[config.mk]
export PLATFORM = sky130hd
export DESIGN_NAME = traffic_seq_monitor
export DESIGN_NICKNAME = d
export VERILOG_FILES = /design/src/rtl/traffic_seq_monitor_pkg.sv /design/src/rtl/traffic_seq_monitor_sat_counter.sv /design/src/rtl/traffic_seq_monitor.sv
export SDC_FILE = /design/constraint.sdc
export NUM_CORES = 1
export LEC_CHECK = 0
export ABC_CLOCK_PERIOD_IN_PS = 2350
export CAP_MARGIN = 10
export CORE_MARGIN = 1
export CORE_UTILIZATION = 45
export CTS_CLUSTER_SIZE = 24
export DETAILED_ROUTE_END_ITERATION = 6
export PLACE_DENSITY = 0.76
export SLEW_MARGIN = 10
export SYNTH_ARGS = -nofsm -noshare
export SYNTH_HDL_FRONTEND = slang
export SYNTH_SLANG_ARGS = --single-unit
[constraint.sdc]
create_clock -name clk -period 2.35 [get_ports clk]
set_input_delay 0.235 -clock clk [delete_from_list [all_inputs] [get_ports clk]]
set_output_delay 0.235 -clock clk [all_outputs]
set_load 0.05 [all_outputs]
[src/rtl/traffic_seq_monitor_pkg.sv]
// traffic_pkg: shared encodings for the UK traffic-light sequencer and its
// receive-side monitor.
//   - PH_*   : 2-bit phase numbering (RED, RED_AMBER, GREEN, AMBER)
//   - PAT_*  : lamp patterns, bit order {red, amber, green}
//   - ERR_*  : monitor error-cause codes
// Helpers classify a raw lamp pattern and map it to its phase.
package traffic_pkg;

  localparam logic [1:0] PH_RED       = 2'd0;
  localparam logic [1:0] PH_RED_AMBER = 2'd1;
  localparam logic [1:0] PH_GREEN     = 2'd2;
  localparam logic [1:0] PH_AMBER     = 2'd3;

  localparam logic [2:0] PAT_RED       = 3'b100;
  localparam logic [2:0] PAT_RED_AMBER = 3'b110;
  localparam logic [2:0] PAT_GREEN     = 3'b001;
  localparam logic [2:0] PAT_AMBER     = 3'b010;

  localparam logic [1:0] ERR_NONE    = 2'b00;
  localparam logic [1:0] ERR_PATTERN = 2'b01;
  localparam logic [1:0] ERR_TRANS   = 2'b10;
  localparam logic [1:0] ERR_STUCK   = 2'b11;

  typedef enum logic {
    ST_UNLOCKED = 1'b0,
    ST_LOCKED   = 1'b1
  } mon_state_e;

  // One step's verdict: whether it errors and why.
  typedef struct packed {
    logic       err;
    logic [1:0] code;
  } chk_res_t;

  function automatic logic pat_legal(input logic [2:0] pat);
    return (pat == PAT_RED) || (pat == PAT_RED_AMBER) ||
           (pat == PAT_GREEN) || (pat == PAT_AMBER);
  endfunction

  // Only meaningful for legal patterns; illegal ones map to PH_RED.
  function automatic logic [1:0] pat2ph(input logic [2:0] pat);
    case (pat)
      PAT_RED_AMBER: return PH_RED_AMBER;
      PAT_GREEN:     return PH_GREEN;
      PAT_AMBER:     return PH_AMBER;
      default:       return PH_RED;
    endcase
  endfunction

endpackage

[src/rtl/traffic_seq_monitor_sat_counter.sv]
// sat_counter: W-bit up counter that sticks at all-ones.
//   clk   : rising-edge clock
//   rst   : synchronous active-high clear
//   inc   : count one on this edge (ignored once saturated)
//   count : current value
module sat_counter #(
  parameter int W = 8
) (
  input  logic         clk,
  input  logic         rst,
  input  logic         inc,
  output logic [W-1:0] count
);

  always_ff @(posedge clk) begin
    if (rst)
      count <= '0;
    else if (inc && (count != {W{1'b1}}))
      count <= count + W'(1);
  end

endmodule

[src/rtl/traffic_seq_monitor.sv]
// traffic_seq_monitor: receive-side checker for the red/amber/green lamp lines.
// Samples {red,amber,green} every clock, locks onto the first legal pattern and
// then checks each step against RED -> RED_AMBER -> GREEN -> AMBER -> RED.
//   clk, rst     : clock, synchronous active-high reset
//   red/amber/green : lamp lines
//   locked       : synchronised to a legal phase
//   phase        : decoded phase (PH_* encoding)
//   err          : one-cycle error pulse
//   err_code     : cause of the most recent error (held)
//   err_count    : saturating error count
//   cycle_count  : saturating count of AMBER->RED steps while locked
// All outputs are registered: inputs at edge N show after edge N.
// Optional build macro TRAFFIC_MON_STUCK_CHECK_EN adds a dwell counter that
// flags a pattern held for MAX_DWELL cycles while locked (err_code 11).
module traffic_seq_monitor
  import traffic_pkg::*;
#(
  parameter int CNT_W     = 8,
  parameter int MAX_DWELL = 16,
  parameter int DWELL_W   = 8
) (
  input  logic             clk,
  input  logic             rst,
  input  logic             red,
  input  logic             amber,
  input  logic             green,
  output logic             locked,
  output logic [1:0]       phase,
  output logic             err,
  output logic [1:0]       err_code,
  output logic [CNT_W-1:0] err_count,
  output logic [CNT_W-1:0] cycle_count
);

  if (MAX_DWELL < 2 || MAX_DWELL > (1 << DWELL_W) - 1) begin : g_bad_cfg
    $error("traffic_seq_monitor: MAX_DWELL out of range for DWELL_W");
  end

  mon_state_e state;
  logic [2:0] pat, prev_pat;
  logic       legal, same, cyc_inc;
  logic [1:0] pat_ph, ph_succ;
  chk_res_t   res;

  assign pat     = {red, amber, green};
  assign legal   = pat_legal(pat);
  assign pat_ph  = pat2ph(pat);
  assign ph_succ = phase + 2'd1;
  assign same    = (pat == prev_pat);
  assign locked  = (state == ST_LOCKED);

`ifdef TRAFFIC_MON_STUCK_CHECK_EN
  logic [DWELL_W-1:0] dwell;
  logic               stuck_hit;

  assign stuck_hit = (state == ST_LOCKED) && legal && same &&
                     (dwell == DWELL_W'(MAX_DWELL - 1));

  // Cleared on any change, while unlocked (so also on lock), and on a hit,
  // which makes the stuck error repeat every MAX_DWELL cycles.
  always_ff @(posedge clk) begin
    if (rst || (state != ST_LOCKED) || !same || stuck_hit)
      dwell <= '0;
    else
      dwell <= dwell + DWELL_W'(1);
  end
`else
  logic stuck_hit;
  assign stuck_hit = 1'b0;
`endif

  // Verdict for this step; priority is pattern > transition > stuck.
  always_comb begin
    res     = '{err: 1'b0, code: ERR_NONE};
    cyc_inc = 1'b0;
    if (state == ST_LOCKED) begin
      if (!legal)
        res = '{err: 1'b1, code: ERR_PATTERN};
      else if (!same) begin
        if (pat_ph == ph_succ)
          cyc_inc = (phase == PH_AMBER);
        else
          res = '{err: 1'b1, code: ERR_TRANS};
      end else if (stuck_hit)
        res = '{err: 1'b1, code: ERR_STUCK};
    end
  end

  always_ff @(posedge clk) begin
    if (rst) begin
      state    <= ST_UNLOCKED;
      phase    <= PH_RED;
      err      <= 1'b0;
      err_code <= ERR_NONE;
      prev_pat <= 3'b000;
    end else begin
      prev_pat <= pat;
      err      <= res.err;
      if (res.err)
        err_code <= res.code;
      case (state)
        // Illegal patterns before lock are silently ignored.
        ST_UNLOCKED: if (legal) begin
          state <= ST_LOCKED;
          phase <= pat_ph;
        end
        // Illegal pattern drops lock but keeps the last phase; any legal
        // pattern (successor or resync) becomes the new phase.
        ST_LOCKED: if (!legal)
          state <= ST_UNLOCKED;
        else
          phase <= pat_ph;
        default: state <= ST_UNLOCKED;
      endcase
    end
  end

  sat_counter #(.W(CNT_W)) u_err_cnt (
    .clk   (clk),
    .rst   (rst),
    .inc   (res.err),
    .count (err_count)
  );

  sat_counter #(.W(CNT_W)) u_cyc_cnt (
    .clk   (clk),
    .rst   (rst),
    .inc   (cyc_inc),
    .count (cycle_count)
  );

endmodule
Word-level counts from Yosys, hierarchy flattened
Index checks and enable logic that the tools add are counted.

Register bits: 25. Input bits: 5. Output and inout bits: 22. Word-level logic and storage cells: 35.

Add/sub/neg operators: 3. Equal/unequal tests: 9. Mux-type cells: 11. Reductions and logical operators: 5.

Operators with widths (number): $add A8 B1 Y8 const B (2); $ne A8 B8 Y1 const B (2); $mux W3 (4); $eq A3 B3 Y1 const B (2); $pmux W2 S3 (1); $mux W1 (5); $eq A3 B1 Y1 const B (1); $eq A3 B2 Y1 const B (1); $eq A3 B3 Y1 (1); $logic_or A1 B1 Y1 (3); $add A2 B1 Y2 const B (1); $eq A2 B2 Y1 (1); $eq A2 B2 Y1 const B (1); $logic_and A1 B1 Y1 (2); $mux W2 (1).

Logic depth before layout (Yosys ltp)
Depth in word-level cells: 8. Depth in mapped cells: 7. Gate-level depth less buffers: 6.

Cells and area by module
Synthesis repeated with hierarchy kept, for this count alone.

Cell total of the unflattened synthesis: 145. Area total of the unflattened synthesis: 1365.1 sq um.

Modules (own cells, without submodules): sat_counter (times used 2, cells each 46, area each 430.4 sq um, sequential area each 160.2 sq um); traffic_seq_monitor (times used 1, cells each 53, area each 504.2 sq um, sequential area each 180.2 sq um).

Least setup slack after synthesis
Ideal clock, no wire load.

Kind: register -> register. Start point: register phase[0]. End point: register u_cyc_cnt.count[3]. Library setup time: 0.123 ns. Arrival time: 2.265 ns. Required time: 2.227 ns. Path slack: -0.038 ns. Cell stages (with the launch flop): 7. Buffers on the path: 0. Period minus slack after synthesis: 2.388 ns. Path through: dfxtp_1 -> ha_1 -> nor3b_1 -> o21ai_2 -> a21bo_2 -> nor4b_2 -> mux2_1.

Word-level cells in the longest chain between the ends: 7. Elaborated cells on any way between the ends: 8. Those cells by class: add/sub: 1; eq/ne: 2; mux: 4; reduce/logical: 1.

Ends and longest elaborated chain: start, declared (RTL line traffic_seq_monitor.sv:28) `output logic [1:0] phase,`; start signal, assigned (RTL line traffic_seq_monitor.sv:105) `phase <= pat_ph;`; start signal, assigned (RTL line traffic_seq_monitor.sv:112) `phase <= pat_ph;`; $add A2 B1 Y2 (RTL line traffic_seq_monitor.sv:48) `assign ph_succ = phase + 2'd1;`; $eq A2 B2 Y1 (RTL line traffic_seq_monitor.sv:80) `if (pat_ph == ph_succ)`; $mux W1 * (RTL line traffic_seq_monitor.sv:80); $mux W1 * (RTL line traffic_seq_monitor.sv:79) `else if (!same) begin`; $mux W1 * (RTL line traffic_seq_monitor.sv:77) `if (!legal)`; $mux W1 * (RTL line traffic_seq_monitor.sv:76) `if (state == ST_LOCKED) begin`; $logic_and A1 B1 Y1 * (RTL line traffic_seq_monitor_sat_counter.sv:18) `else if (inc && (count != {W{1'b1}}))`; end signal, assigned (RTL line traffic_seq_monitor_sat_counter.sv:19) `count <= count + W'(1);`; end, declared (RTL line traffic_seq_monitor_sat_counter.sv:12) `output logic [W-1:0] count`.

Mark *: on every way between the ends. The rest lies on a longest branch, timed or not. A chain may end at the register's enable or synchronous reset.

Worst setup path in the final report
Same ends and word-level chain as after synthesis.

==> results.txt <==
Status: completed
Fin cells: 214
Largest stage delay, worst path: 0.38 ns
PwrDens: 481.6 nW/um2
Share of layout cells above drive strength 1: 12.02%
Post-DP Area: 1639 um2
Switching Fraction: 29.58%
Least-Margin Pin Slew: 0.6967 ns
Die Width: 56.14 um
Cell Int Power: 0.5652 mW
Fin. Hold Viols: 0
Slew Viols, Final: 0
Placed Cells: 210
WP buf/inv: 0
H-tree levels: 1
Cell Rows: 19
Post-route cell area: 1667 um2
Clock power share: 23.7%
Hold Crit Class: reg -> reg
Arrival @ worst endpoint: 2.39 ns
Comb power frac: 20.2%
Reg2Reg Depth: 6
Sequential area share after synthesis: 37.95%
Post-synth top flop: dfxtp_1
Dpl hpwl: 2095 um
Effective utilization at floorplan: 47.82%
Diode count: 0
Slew headroom: 53.41%
Most common cell after layout, fill and taps aside: clkdlybuf4s50_1
TritonRoute pass-1 iters: 4
Most frequent cells in the layout: 26 x clkdlybuf4s50_1, 24 x dfxtp_1, 17 x a21oi_1, 11 x nand2_1, 10 x nor2_1
Asr flop ratio synth: 0%
Pwr Total: 0.8027 mW
Post-Route WL: 2804 um
Max-cap viol count: 0
Unique masters post-synth: 43
Largest net degree at the start of global routing: 21
Max Freq: 0.4591 GHz
Mapped Nets: 161
Setup bufs post-CTS: 0
Syn_area_per_cell: 8.619 um2
I/O Pins: 27
Required time worst endpoint: 2.57 ns
Yosys reg bits: 25
Post-CTS Hold Fix Bufs: 0
Fin crit share: 92.69%
Post-Synthesis Cells: 153
Leak Pwr: 0.5777 nW
Full die area: 3151 um2
Wire per inst: 13.10 um
Crit Path Class: reg -> reg
CP max stage cell: dfxtp_2
DRC Markers: 0
Global route overflow: 0
Switching power: 0.2374 mW
Die Height: 56.14 um
Area grow syn2layout: 26.38%
Setup TNS: 0 ns
EDFF count, synth: 0
YS warnings: 0
Initial DRC count: 38
# nets final: 192
Clk Tree Root Cell: clkbuf_4
Vias in the first global route: 1129
GPL Wtd Cong: 0.8023
Synth Cell Area: 1319 um2
Critical Path Stages: 6
RSZ-0062 raised after global routing: no
CP Max Fanout: 9
Initial antenna violation count: 0
First-pass GRT wire length: 4698 um
Vias per inst: 5.808
Resize count post-CTS: 0
Sequential share of power: 56.0%
Via count: 1243
Worst-path clk slew: 0.14 ns
Cts bufs inserted: 3
TritonCTS clock tree: yes
Critical Path Sink Type: flip-flop
Total GRT Usage: 18.06%
Longest Clk Path Bufs: 2
Worst Hold Path Cells: 2
IO buf count: 26
Cells along the critical path: ha_1, nor3b_1, o21ai_2, a21bo_2, nor4b_2, mux2_1
Clock latency on the worst-skew pair: 0.31 ns
Period minus WS final: 2.178 ns
DRT antenna net count: 0
Peak VDD IR: 0.0003538 V
Skew final: 0.001433 ns
Setup violators final: 0
Crit-path leading delay family: simple AND/OR/NAND/NOR gates
Core area: 2758 um2
Startpoint Class: flip-flop
Clk sink count: 25
## per-stage QoR
step	worst slack (ns)	hold WS, ns	utilization, %
after global placement	0.1052	0.4814	59.44
after detailed placement	0.02308	0.4917	59.44
after CTS	0.1693	0.5102	60.44
final	0.1718	0.5099	60.44
after global routing	0.08663	0.5284	60.44
after floorplan	0.03022	0.4976	-
## registers in the layout, indices dropped and copies added (netlist names)
register and flops:
locked 1, u_err_cnt.count 8, err 1, err_code 2, prev_pat 3, u_cyc_cnt.count 8
phase 2
## power groups by stage
stage                     clock (mW)  combinational, mW  sequential (mW)
final                          0.191              0.162            0.450
after global routing           0.215              0.176            0.453
after detailed placement           0              0.162            0.459
after global placement             0              0.157            0.459
after floorplan                    0             0.0812            0.490
after CTS                      0.199              0.162            0.450
## cell families (layout without fill, tap and decap cells)
kind of cell	Yosys count	count (layout)	share of synthesized area, %
multiplexers	3	3	2.561
flip-flops	25	25	37.95
XOR/XNOR	7	7	5.219
adder cells (fa/ha/maj)	3	3	2.847
AO/OA/AOI/OAI	41	41	19.36
buffers and inverters	12	42	4.459
AND/OR/NAND/NOR	62	62	27.61
## path summary, 6_finish.rpt
path / start / to / slack (ns)
max: phase[0]$_SDFFE_PP0N_ / u_cyc_cnt.count[3]$_SDFFE_PP0P_ / 0.17
min: u_err_cnt.count[5]$_SDFFE_PP0P_ / u_err_cnt.count[5]$_SDFFE_PP0P_ / 0.51
max reg2reg: phase[0]$_SDFFE_PP0N_ / u_cyc_cnt.count[3]$_SDFFE_PP0P_ / 0.17
min reg2reg: u_err_cnt.count[5]$_SDFFE_PP0P_ / u_err_cnt.count[5]$_SDFFE_PP0P_ / 0.51
## metal layers
metal,share of wire [%],vias to the layer above,GRT usage (%)
met5,0,-,0
met4,0.57,0,6.969
met3,4.1,2,2.791
met2,47,34,29.93
met1,48,580,23.55
li1,-,627,-
## layout make-up
| class | count | area (um2) |
|---|---|---|
| fill | 253 | 1091 |
| multi-input combinational | 116 | 759.5 |
| sequential | 25 | 501.7 |
| timing repair buffer | 35 | 327.8 |
| tap | 31 | 38.79 |
| clock buffer | 3 | 22.52 |
| inverter | 3 | 11.26 |
| clock inverter | 1 | 5.005 |
## worst min-delay path: cells and delay by family (launching register included)
family,cells,cell delay [ns]
flip-flops,1,0.35
AO/OA/AOI/OAI,2,0.13
## synthesized netlist by cell type (2+ instances only)
cell type	number	area, um2
a211oi_1	2	15.01
a21oi_1	17	85.08
a31oi_1	2	12.51
and4_1	3	26.28
buf_2	2	10.01
clkbuf_1	4	15.01
dfxtp_1	25	500.5
ha_1	3	37.54
inv_1	3	11.26
mux2_2	2	22.52
nand2_1	11	41.29
nand3_1	6	30.03
nand3b_1	2	15.01
nand4_1	2	12.51
nor2_1	10	37.54
nor2b_1	7	43.79
nor3_1	3	15.01
nor3b_1	3	22.52
o21ai_0	7	35.03
o31ai_1	4	30.03
or3_1	5	31.28
or4_1	5	37.54
xnor2_1	4	35.03
xor2_1	2	17.52
Power figures use the tool's default switching activity.
